<file path="src/rtl/ntt_pkg.sv">
// Shared types and schedule tables for the sequential 4-point NTT controller.
package ntt_pkg;

  typedef enum logic [1:0] {
    LOAD  = 2'd0,
    COMP  = 2'd1,
    DRAIN = 2'd2
  } state_e;

  localparam int unsigned NWORDS = 4;
  localparam int unsigned IDXW   = 2;

  typedef logic [IDXW-1:0] idx_t;

  // Per-op operand indices: a0 is written back to RD_X, a1 to RD_Y.
  localparam idx_t OP_RD_X   [NWORDS] = '{2'd0, 2'd1, 2'd0, 2'd2};
  localparam idx_t OP_RD_Y   [NWORDS] = '{2'd2, 2'd3, 2'd1, 2'd3};
  localparam logic OP_TW_SEL [NWORDS] = '{1'b0, 1'b0, 1'b0, 1'b1};

  // Bit-reversed bank order for natural-order output.
  localparam idx_t OUT_IDX   [NWORDS] = '{2'd0, 2'd2, 2'd1, 2'd3};

endpackage

</file>
<file path="src/rtl/mod_butterfly.sv">
// Combinational modular butterfly: a0 = x + w*y, a1 = x - w*y (mod Q).
module mod_butterfly #(
  parameter int unsigned    BITS = 32,
  parameter logic [BITS-1:0] Q   = BITS'(5)
) (
  input  logic [BITS-1:0] x,
  input  logic [BITS-1:0] y,
  input  logic [BITS-1:0] w,
  output logic [BITS-1:0] a0,
  output logic [BITS-1:0] a1
);

  localparam int unsigned PW = 2 * BITS;

  logic [PW-1:0]   prod;
  logic [BITS-1:0] p;
  logic [BITS:0]   sum;
  logic [BITS:0]   dif;
  logic [BITS:0]   q_ext;

  // Operands are already < Q, so one conditional subtract finishes each reduction.
  always_comb begin
    q_ext = {1'b0, Q};
    prod  = PW'(w) * PW'(y);
    p     = BITS'(prod % PW'(Q));
    sum   = {1'b0, x} + {1'b0, p};
    dif   = {1'b0, x} + q_ext - {1'b0, p};
    a0    = (sum >= q_ext) ? BITS'(sum - q_ext) : BITS'(sum);
    a1    = (dif >= q_ext) ? BITS'(dif - q_ext) : BITS'(dif);
  end

endmodule

</file>
<file path="src/rtl/ntt4_seq_ctrl.sv">
// 4-point NTT sequencer sharing one mod_butterfly over four in-place ops.
// Optional NTT_XFORM_CNT_EN adds a 16-bit completed-transform counter output.
module ntt4_seq_ctrl
  import ntt_pkg::*;
#(
  parameter int unsigned    BITS = 32,
  parameter logic [BITS-1:0] Q   = BITS'(5)
) (
  input  logic            clk,
  input  logic            rst,
  input  logic            in_valid,
  output logic            in_ready,
  input  logic [BITS-1:0] in_data,
  input  logic [BITS-1:0] w0,
  input  logic [BITS-1:0] w1,
  output logic            out_valid,
  input  logic            out_ready,
  output logic [BITS-1:0] out_data,
  output logic            busy,
  output logic            done
`ifdef NTT_XFORM_CNT_EN
  ,
  output logic [15:0]     xform_cnt
`endif
);

  state_e          state_q, state_d;
  idx_t            ld_cnt_q, ld_cnt_d;
  idx_t            op_cnt_q, op_cnt_d;
  idx_t            dr_cnt_q, dr_cnt_d;
  logic [BITS-1:0] r_q [NWORDS];
  logic [BITS-1:0] r_d [NWORDS];
  logic [BITS-1:0] w0_q, w0_d;
  logic [BITS-1:0] w1_q, w1_d;
  logic            in_ready_q, in_ready_d;
  logic            out_valid_q, out_valid_d;
  logic [BITS-1:0] out_data_q, out_data_d;
  logic            busy_q, busy_d;

  logic [BITS-1:0] bf_x, bf_y, bf_w, bf_a0, bf_a1;
  logic            in_hs, out_hs;

  assign bf_x = r_q[OP_RD_X[op_cnt_q]];
  assign bf_y = r_q[OP_RD_Y[op_cnt_q]];
  assign bf_w = OP_TW_SEL[op_cnt_q] ? w1_q : w0_q;

  mod_butterfly #(.BITS(BITS), .Q(Q)) u_bf (
    .x  (bf_x),
    .y  (bf_y),
    .w  (bf_w),
    .a0 (bf_a0),
    .a1 (bf_a1)
  );

  assign in_hs  = in_ready_q && in_valid;
  assign out_hs = out_valid_q && out_ready;

  // Next-state, bank update and next registered outputs.
  always_comb begin
    state_d  = state_q;
    ld_cnt_d = ld_cnt_q;
    op_cnt_d = op_cnt_q;
    dr_cnt_d = dr_cnt_q;
    r_d      = r_q;
    w0_d     = w0_q;
    w1_d     = w1_q;

    case (state_q)
      LOAD: begin
        if (in_hs) begin
          r_d[ld_cnt_q] = in_data % Q;
          if (ld_cnt_q == 2'd0) begin
            w0_d = w0 % Q;
            w1_d = w1 % Q;
          end
          ld_cnt_d = ld_cnt_q + 2'd1;
          if (ld_cnt_q == 2'd3) begin
            ld_cnt_d = 2'd0;
            state_d  = COMP;
          end
        end
      end
      COMP: begin
        r_d[OP_RD_X[op_cnt_q]] = bf_a0;
        r_d[OP_RD_Y[op_cnt_q]] = bf_a1;
        op_cnt_d = op_cnt_q + 2'd1;
        if (op_cnt_q == 2'd3) begin
          op_cnt_d = 2'd0;
          state_d  = DRAIN;
        end
      end
      DRAIN: begin
        if (out_hs) begin
          dr_cnt_d = dr_cnt_q + 2'd1;
          if (dr_cnt_q == 2'd3) begin
            dr_cnt_d = 2'd0;
            state_d  = LOAD;
          end
        end
      end
      default: state_d = LOAD;
    endcase

    in_ready_d  = (state_d == LOAD);
    out_valid_d = (state_d == DRAIN);
    busy_d      = (state_d != LOAD);
    out_data_d  = out_valid_d ? r_d[OUT_IDX[dr_cnt_d]] : '0;
  end

  always_ff @(posedge clk) begin
    if (rst) begin
      state_q     <= LOAD;
      ld_cnt_q    <= '0;
      op_cnt_q    <= '0;
      dr_cnt_q    <= '0;
      r_q         <= '{default: '0};
      w0_q        <= '0;
      w1_q        <= '0;
      in_ready_q  <= 1'b1;
      out_valid_q <= 1'b0;
      out_data_q  <= '0;
      busy_q      <= 1'b0;
    end else begin
      state_q     <= state_d;
      ld_cnt_q    <= ld_cnt_d;
      op_cnt_q    <= op_cnt_d;
      dr_cnt_q    <= dr_cnt_d;
      r_q         <= r_d;
      w0_q        <= w0_d;
      w1_q        <= w1_d;
      in_ready_q  <= in_ready_d;
      out_valid_q <= out_valid_d;
      out_data_q  <= out_data_d;
      busy_q      <= busy_d;
    end
  end

  assign in_ready  = in_ready_q;
  assign out_valid = out_valid_q;
  assign out_data  = out_data_q;
  assign busy      = busy_q;
  // Pulse coincides with the b3 handshake itself, so it follows out_ready directly.
  assign done      = out_hs && (dr_cnt_q == 2'd3);

`ifdef NTT_XFORM_CNT_EN
  logic [15:0] xform_cnt_q;

  always_ff @(posedge clk) begin
    if (rst) begin
      xform_cnt_q <= '0;
    end else if (done) begin
      xform_cnt_q <= xform_cnt_q + 16'd1;
    end
  end

  assign xform_cnt = xform_cnt_q;
`endif

endmodule

</file>
<file path="config.mk">
export PLATFORM = sky130hd
export DESIGN_NAME = ntt4_seq_ctrl
export DESIGN_NICKNAME = d
export VERILOG_FILES = /design/src/rtl/ntt_pkg.sv /design/src/rtl/mod_butterfly.sv /design/src/rtl/ntt4_seq_ctrl.sv
export SDC_FILE = /design/constraint.sdc
export NUM_CORES = 2
export LEC_CHECK = 0
export CAP_MARGIN = 20
export CORE_MARGIN = 2
export CORE_UTILIZATION = 50
export CTS_BUF_LIST = sky130_fd_sc_hd__clkbuf_4 sky130_fd_sc_hd__clkbuf_8 sky130_fd_sc_hd__clkbuf_16
export DETAILED_ROUTE_END_ITERATION = 8
export GPL_ROUTABILITY_DRIVEN = 1
export HOLD_SLACK_MARGIN = 0.06
export MAX_ROUTING_LAYER = met4
export PLACE_DENSITY = 0.66
export SYNTH_ARGS = -nofsm -noshare
export SYNTH_HDL_FRONTEND = slang
export SYNTH_HIERARCHICAL = 1
export SYNTH_SLANG_ARGS = --single-unit
</file>
<file path="constraint.sdc">
create_clock -name clk -period 54.7 [get_ports clk]
set_clock_uncertainty 0.2 [all_clocks]
set_input_delay 13.675 -clock clk [delete_from_list [all_inputs] [get_ports clk]]
set_output_delay 13.675 -clock clk [all_outputs]
set_load 0.02 [all_outputs]
</file>
# --- Word level (Yosys, flattened, before mapping) ---
# Cells that the tools add are included.
word_totals:
  in_bits: 100
  output_inout_bits: 36
  reg_bits: 235
op_classes:
  add_sub_neg: 8
  eq_ne: 6
  mul: 1
  n_bitwise: 7
  mux: 46
  n_lt_le_gt_ge: 11
  div: 4
  reduce_logical: 13
op_table:
  columns: ["cell", "count"]
  rows:
  - ["bitwise mux 128 bit", 3]
  - ["2-to-1 mux 32 bit", 12]
  - ["case mux 128 bit (2 select lines)", 1]
  - ["binary-select mux 32 bit (select 2 bit)", 3]
  - ["demux 32 bit (select 2 bit)", 3]
  - ["2-to-1 mux 128 bit", 1]
  - ["remainder unit 32 x 3 -> 32 bit (second input constant)", 3]
  - ["greater-or-equal comparator 33 x 3 -> 1 bit (second input constant)", 2]
  - ["remainder unit 64 x 3 -> 64 bit (second input constant)", 1]
  - ["multiplier 32 x 32 -> 64 bit", 1]
  - ["subtractor 32 x 3 -> 32 bit (second input constant)", 2]
  - ["adder 32 x 3 -> 33 bit (second input constant)", 1]
  - ["adder 32 x 32 -> 33 bit", 1]
  - ["subtractor 33 x 32 -> 33 bit", 1]
  - ["2-to-1 mux 2 bit", 16]
  - ["greater-or-equal comparator 3 bit (second input constant)", 6]
  - ["inverter 2 -> 3 bit", 6]
  - ["binary-select mux 2 bit (select 2 bit)", 3]
  - ["equality test 2 bit (second input constant)", 5]
  - ["less-than comparator 3 x 1 -> 1 bit (second input constant)", 3]
  - ["adder 2 x 1 -> 2 bit (second input constant)", 3]
  - ["logical AND 1 bit", 6]
  - ["zero test 2 bit", 3]
  - ["case mux 2 bit (3 select lines)", 1]
  - ["8 further kinds", 9]

# --- Logic depth before layout (Yosys ltp) ---
depth:
  ltp_word: 19
  ltp_mapped: 183
  ltp_nobuf: 158

# --- Modules after synthesis ---
# The synthesis kept the hierarchy.
modules_own_cells:
  columns: ["mod", "area_per_inst_um2", "cells_each", "instances", "seq_area_each_um2"]
  rows:
  - ["mod_butterfly", 47531.8, 5854, 1, 0.0]
  - ["ntt4_seq_ctrl", 26620.5, 3733, 1, 4704.5]

# --- Worst setup path after synthesis ---
# Ideal clock, no wire load.
synth_timing:
  path_type: "reg-to-reg"
  start: "reg op_cnt_q[0]"
  end: "reg out_data_q[21] (netlist: out_data[21])"
  required_ps: 54368
  path_slack_ps: 18920
  n_path_buf: 15
  t_arrival_ps: 35448
  period_less_slack_ps: 35780
  stages_incl_launch_ff: 162
  setup_ps: 132
  path_cell_list: "dfxtp_1 > inv_1 > ha_1 > clkbuf_1 > clkbuf_1 > buf_1 > mux4_2 > clkbuf_1 > and2_1 > fa_1 > fa_1 > fa_1 > inv_1 > fa_1 > inv_1 > fa_1 > inv_1 > fa_1 > [126 not listed] > nor2b_1 > nor2b_1 > a21o_1 > a21oi_1 > nand4_1 > nand2_1 > or2_2 > clkbuf_1 > nor2_1 > a21oi_1 > or2_2 > o21ai_0 > a21oi_1 > o21a_1 > nor3_1 > nand2_1 > nand3_1 > a21oi_1"
synth_between:
  elab_cells_between_ends: 52
synth_rtl:
  columns: ["item", "line_no", "source"]
  rows:
  - ["start: declaration", "ntt4_seq_ctrl.sv:29", "idx_t op_cnt_q, op_cnt_d;"]
  - ["start signal: assignment", "ntt4_seq_ctrl.sv:126", "op_cnt_q <= op_cnt_d;"]
  - ["inverter 2 -> 3 bit (not written as such) *", "ntt4_seq_ctrl.sv:44", "assign bf_y = r_q[OP_RD_Y[op_cnt_q]];"]
  - ["binary-select mux 2 bit (select 2 bit) *", "ntt4_seq_ctrl.sv:44", null]
  - ["2-to-1 mux 2 bit (not written as such) * (2 in a row)", "ntt4_seq_ctrl.sv:44", null]
  - ["inverter 2 -> 3 bit (not written as such) *", "ntt4_seq_ctrl.sv:44", null]
  - ["binary-select mux 32 bit (select 2 bit) *", "ntt4_seq_ctrl.sv:44", null]
  - ["2-to-1 mux 32 bit (not written as such) * (2 in a row)", "ntt4_seq_ctrl.sv:44", null]
  - ["named net bf_y[7]", "ntt4_seq_ctrl.sv:40", "logic [BITS-1:0] bf_x, bf_y, bf_w, bf_a0, bf_a1;"]
  - ["multiplier 32 x 32 -> 64 bit *", "mod_butterfly.sv:24", "prod = PW'(w) * PW'(y);"]
  - ["remainder unit 64 x 3 -> 64 bit *", "mod_butterfly.sv:25", "p = BITS'(prod % PW'(Q));"]
  - ["subtractor 33 x 32 -> 33 bit *", "mod_butterfly.sv:27", "dif = {1'b0, x} + q_ext - {1'b0, p};"]
  - ["subtractor 32 x 3 -> 32 bit or greater-or-equal comparator 33 x 3 -> 1 bit (tied branches)", "mod_butterfly.sv:29", "a1 = (dif >= q_ext) ? BITS'(dif - q_ext) : BITS'(dif);"]
  - ["2-to-1 mux 32 bit *", "mod_butterfly.sv:29", null]
  - ["named net bf_a1[21]", "ntt4_seq_ctrl.sv:40", null]
  - ["bitwise mux 128 bit *", "ntt4_seq_ctrl.sv:85", "r_d[OP_RD_Y[op_cnt_q]] = bf_a1;"]
  - ["case mux 128 bit (2 select lines) *", "ntt4_seq_ctrl.sv:68", "case (state_q)"]
  - ["binary-select mux 32 bit (select 2 bit) *", "ntt4_seq_ctrl.sv:107", "out_data_d = out_valid_d ? r_d[OUT_IDX[dr_cnt_d]] : '0;"]
  - ["2-to-1 mux 32 bit (not written as such) * (2 in a row)", "ntt4_seq_ctrl.sv:107", null]
  - ["end signal: assignment", "ntt4_seq_ctrl.sv:133", "out_data_q <= out_data_d;"]
  - ["end: declaration", "ntt4_seq_ctrl.sv:37", "logic [BITS-1:0] out_data_q, out_data_d;"]
# Mark *: on every way through the listed nets, which the timed path passes. The rest lies on a longest branch. The select of a mux whose other input is x is not followed.
# A chain may end at the register's enable or synchronous reset.

# --- Final worst setup path ---
layout_timing:
  start: "reg op_cnt_q[0]"
  end: "reg out_data_q[29] (netlist: out_data[29])"
# The elaborated chain is that of the path after synthesis.

==> metrics.log <==
[metrics] status: finished with violations
[metrics] failing checks: DRC
[metrics] main area contributors after synthesis: fa_1 24%, ha_1 6.6%, dfxtp_1 6.3%
[metrics] final RePlAce weighted congestion: 1.02
[metrics] clock sink count: 235
[metrics] syn_area_per_cell: 7.73 um^2
[metrics] maximum number of pins on one net before global-route repair: 79
[metrics] Worst Setup Slack post-DPL: 11.07 ns
[metrics] WP depth: 147
[metrics] Max-cap violations: 0
[metrics] data arrival at the endpoint of the critical path: 44.81 ns
[metrics] setup repair after global routing missed its margin: false
[metrics] CP max-delay cell: mux4_2
[metrics] slew at the pin closest to its max-slew limit: 1.23 ns
[metrics] Async SR Flop Fraction: 0
[metrics] worst-skew pair later-pin latency: 0.62 ns
[metrics] Setup CP Type: reg2reg
[metrics] Tmin final: 44.53 ns
[metrics] via-per-instance ratio: 6.53
[metrics] CP Data Required Time: 54.98 ns
[metrics] count of hold-fix buffers inserted at cts: 0
[metrics] share of final-layout standard cells stronger than drive strength 1: 0.0579
[metrics] share of the cycle needed by the critical path after routing: 0.814
[metrics] die outline width: 389 um
[metrics] instance count of the mapped netlist: 9587
[metrics] total wire length: 254000 um
[metrics] routed vias: 72663
[metrics] clock tree root buffer cell: clkbuf_16
[metrics] type of origin of the critical path: flip-flop
[metrics] sum of negative setup slack: 0 ns
[metrics] stage delay of the slowest cell on the critical path: 0.99 ns
[metrics] Initial Utilization: 0.503
[metrics] count of final setup violators: 0
[metrics] Ports: 136
[metrics] number of iterations in the first detailed-routing pass: 9
[metrics] Largest delay share family, worst path: compound AO/OA/AOI/OAI gates
[metrics] buffering stage count on the worst path with inverters included: 8
[metrics] Hold Path Cell Cnt: 2
[metrics] flip-flop and latch count after synthesis: 235
[metrics] number of max-slew violations in the final report: 0
[metrics] placeable core area: 147000 um^2
[metrics] ys flop type: dfxtp_1
[metrics] maximum count of clock buffers along a single path: 3
[metrics] Seq/Total Area, Yosys: 0.0634
[metrics] number of port buffers: 135
[metrics] sort of element at the end of the critical path: flip-flop
[metrics] total clock buffers created by CTS: 26
[metrics] worst path setup slack after routing: 10.17 ns
[metrics] number of fillers in the final layout: 14134
[metrics] GR Overflow Total: 0
[metrics] number of global-route vias before repair: 70357
[metrics] buffers inserted during post-CTS setup optimization: 0
[metrics] Core Rows: 141
[metrics] routed len/inst: 22.9 um
[metrics] distinct cell type count of the synthesized netlist: 150
[metrics] Reg2Reg Depth: 147
[metrics] wire length of the first global-routing pass: 399000 um
[metrics] synth-to-layout area growth: 3.53%
[metrics] DRC marker count from the first detailed-route iteration: 8223
[metrics] maximum level of the CTS H-tree: 1
[metrics] CTS tree: done
[metrics] quantity of gates resized following cts: 0
[metrics] count of flip-flops with a built-in enable after synthesis: 0
[metrics] Synth Net Count: 10974
[metrics] commonest non-fill, non-tap cells in the layout: 1091 x nand2_1, 1082 x inv_1, 898 x fa_1
[metrics] Routed Antenna Nets: 0
[metrics] most common cell after layout, fill and taps aside: nand2_1
[metrics] final net count: 10564
[metrics] number of DRC violations after detailed routing: 13
[metrics] most repeated library cell on the critical path: a21oi_1
[metrics] kind of path behind the tightest hold check: reg2reg
[metrics] post-synth top area share: 0.242
[metrics] number of antenna violations at the first check in global routing: 10
[metrics] y dimension of the die: 389 um
[metrics] post-detailed-placement half-perimeter wirelength: 182000 um
[metrics] die outline area: 151000 um^2
[metrics] maximum achievable frequency: 22.5 MHz
[metrics] crit-path max FO: 47
[metrics] number of warnings issued by yosys: 6
[metrics] relative max-transition margin: 0.180
[metrics] clock slew seen by the registers of the worst setup and hold paths: 0.07 ns
[metrics] final number of hold-violating endpoints: 0
[metrics] mapped cell area: 74200 um^2
[metrics] cell type with the highest aggregate area in the netlist: fa_1
[metrics] overall fraction of global-route tracks in use: 0.336
[per-layer routing]
metal,global-route usage,vias up,part of all wire
li1,-,32442,-
met1,0.435,35414,0.41
met2,0.507,3997,0.44
met3,0.0687,810,0.10
met4,0.151,0,0.053
met5,-,-,0
[Yosys cell counts, types with 37 or more instances]
library cell and count:
nor2_1 662, nor3_1 223, xnor2_1 195, a21oi_1 555, o21bai_1 76, buf_2 128
inv_1 1082, dfxtp_1 235, o31ai_1 46, a21o_1 107, a31oi_1 91, nand4_1 118
a211oi_1 102, nand2_1 1092, and2_1 587, mux4_2 66, o221ai_1 48, o21a_1 109
a221oi_1 48, mux2i_1 63, nand3_1 220, and3_1 66, or3_1 42, xor2_1 78
mux2_2 64, ha_1 389, o211ai_1 98, o22ai_1 63, clkbuf_1 458, nor2b_1 46
nand2b_1 69, o21ai_0 299, o21ai_1 80, fa_1 898, a2111oi_0 37, nor4_1 73
[path summary, 6_finish.rpt]
| path | to | slack, ns | start |
|---|---|---|---|
| max | out_data[29] | 10.17 | op_cnt_q[0] |
| min | w0_q[1] | 0.25 | w0_q[1] |
| max reg2reg | out_data[29] | 10.17 | op_cnt_q[0] |
| min reg2reg | w0_q[1] | 0.25 | w0_q[1] |
[cell families (layout without fill, tap and decap cells)]
kind of cell | count (synthesis) | after routing | share of synthesized area
xor+xnor | 274 | 274 | 0.0325
fa+ha+maj | 1291 | 1291 | 0.309
other cells | 0 | 8 | 0
flops | 235 | 235 | 0.0634
simple gates | 3433 | 3433 | 0.230
mux | 195 | 195 | 0.0386
buf+inv | 1757 | 1365 | 0.0936
compound gates | 2402 | 2402 | 0.233
[layout make-up]
type | count | area [um^2] | share of cell area
multi-input cells | 7595 | 62600 | 0.816
flip-flops and latches | 235 | 4710 | 0.0613
inverters | 1105 | 4150 | 0.0540
well taps | 1930 | 2410 | 0.0315
repair buffers | 214 | 1950 | 0.0255
clock buffers | 29 | 692 | 0.00901
clock inverters | 17 | 228 | 0.00297
diodes | 8 | 20.0 | 0.000261
[worst reg2reg max path: cells and delay by family (launching register included)]
family / cells / cell delay (ns)
buffers and inverters: 8 / 1.58
AO/OA/AOI/OAI: 78 / 21.89
XOR/XNOR: 3 / 0.54
AND/OR/NAND/NOR: 40 / 11.21
flip-flops: 1 / 0.40
adder cells (fa/ha/maj): 14 / 6.51
multiplexers: 4 / 2.06
[flip-flops by register name, summed over array words and instances, names as in the netlist, 2 cells and up]
register and flops:
dr_cnt_q 2, out_data 32, state_q 2, ld_cnt_q 2
w0_q 32, w1_q 32, r_q 128, op_cnt_q 2
[through the flow]
stage / utilization / hold slack [ns] / instances / instance area, um^2
6_report: 0.521 / 0.248 / 11133 / 76800
5_1_grt: 0.521 / 0.274 / 11132 / 76800
4_1_cts: 0.520 / 0.251 / 11120 / 76700
3_5_place_dp: 0.514 / 0.244 / 11074 / 75800
3_3_place_gp: 0.514 / 0.238 / 11074 / 75800
2_1_floorplan: - / 0.228 / 9587 / 74200
Power is left out: the tool's default activity adds up to more than one toggle a clock period on the data nets, which glitch-free logic cannot reach.
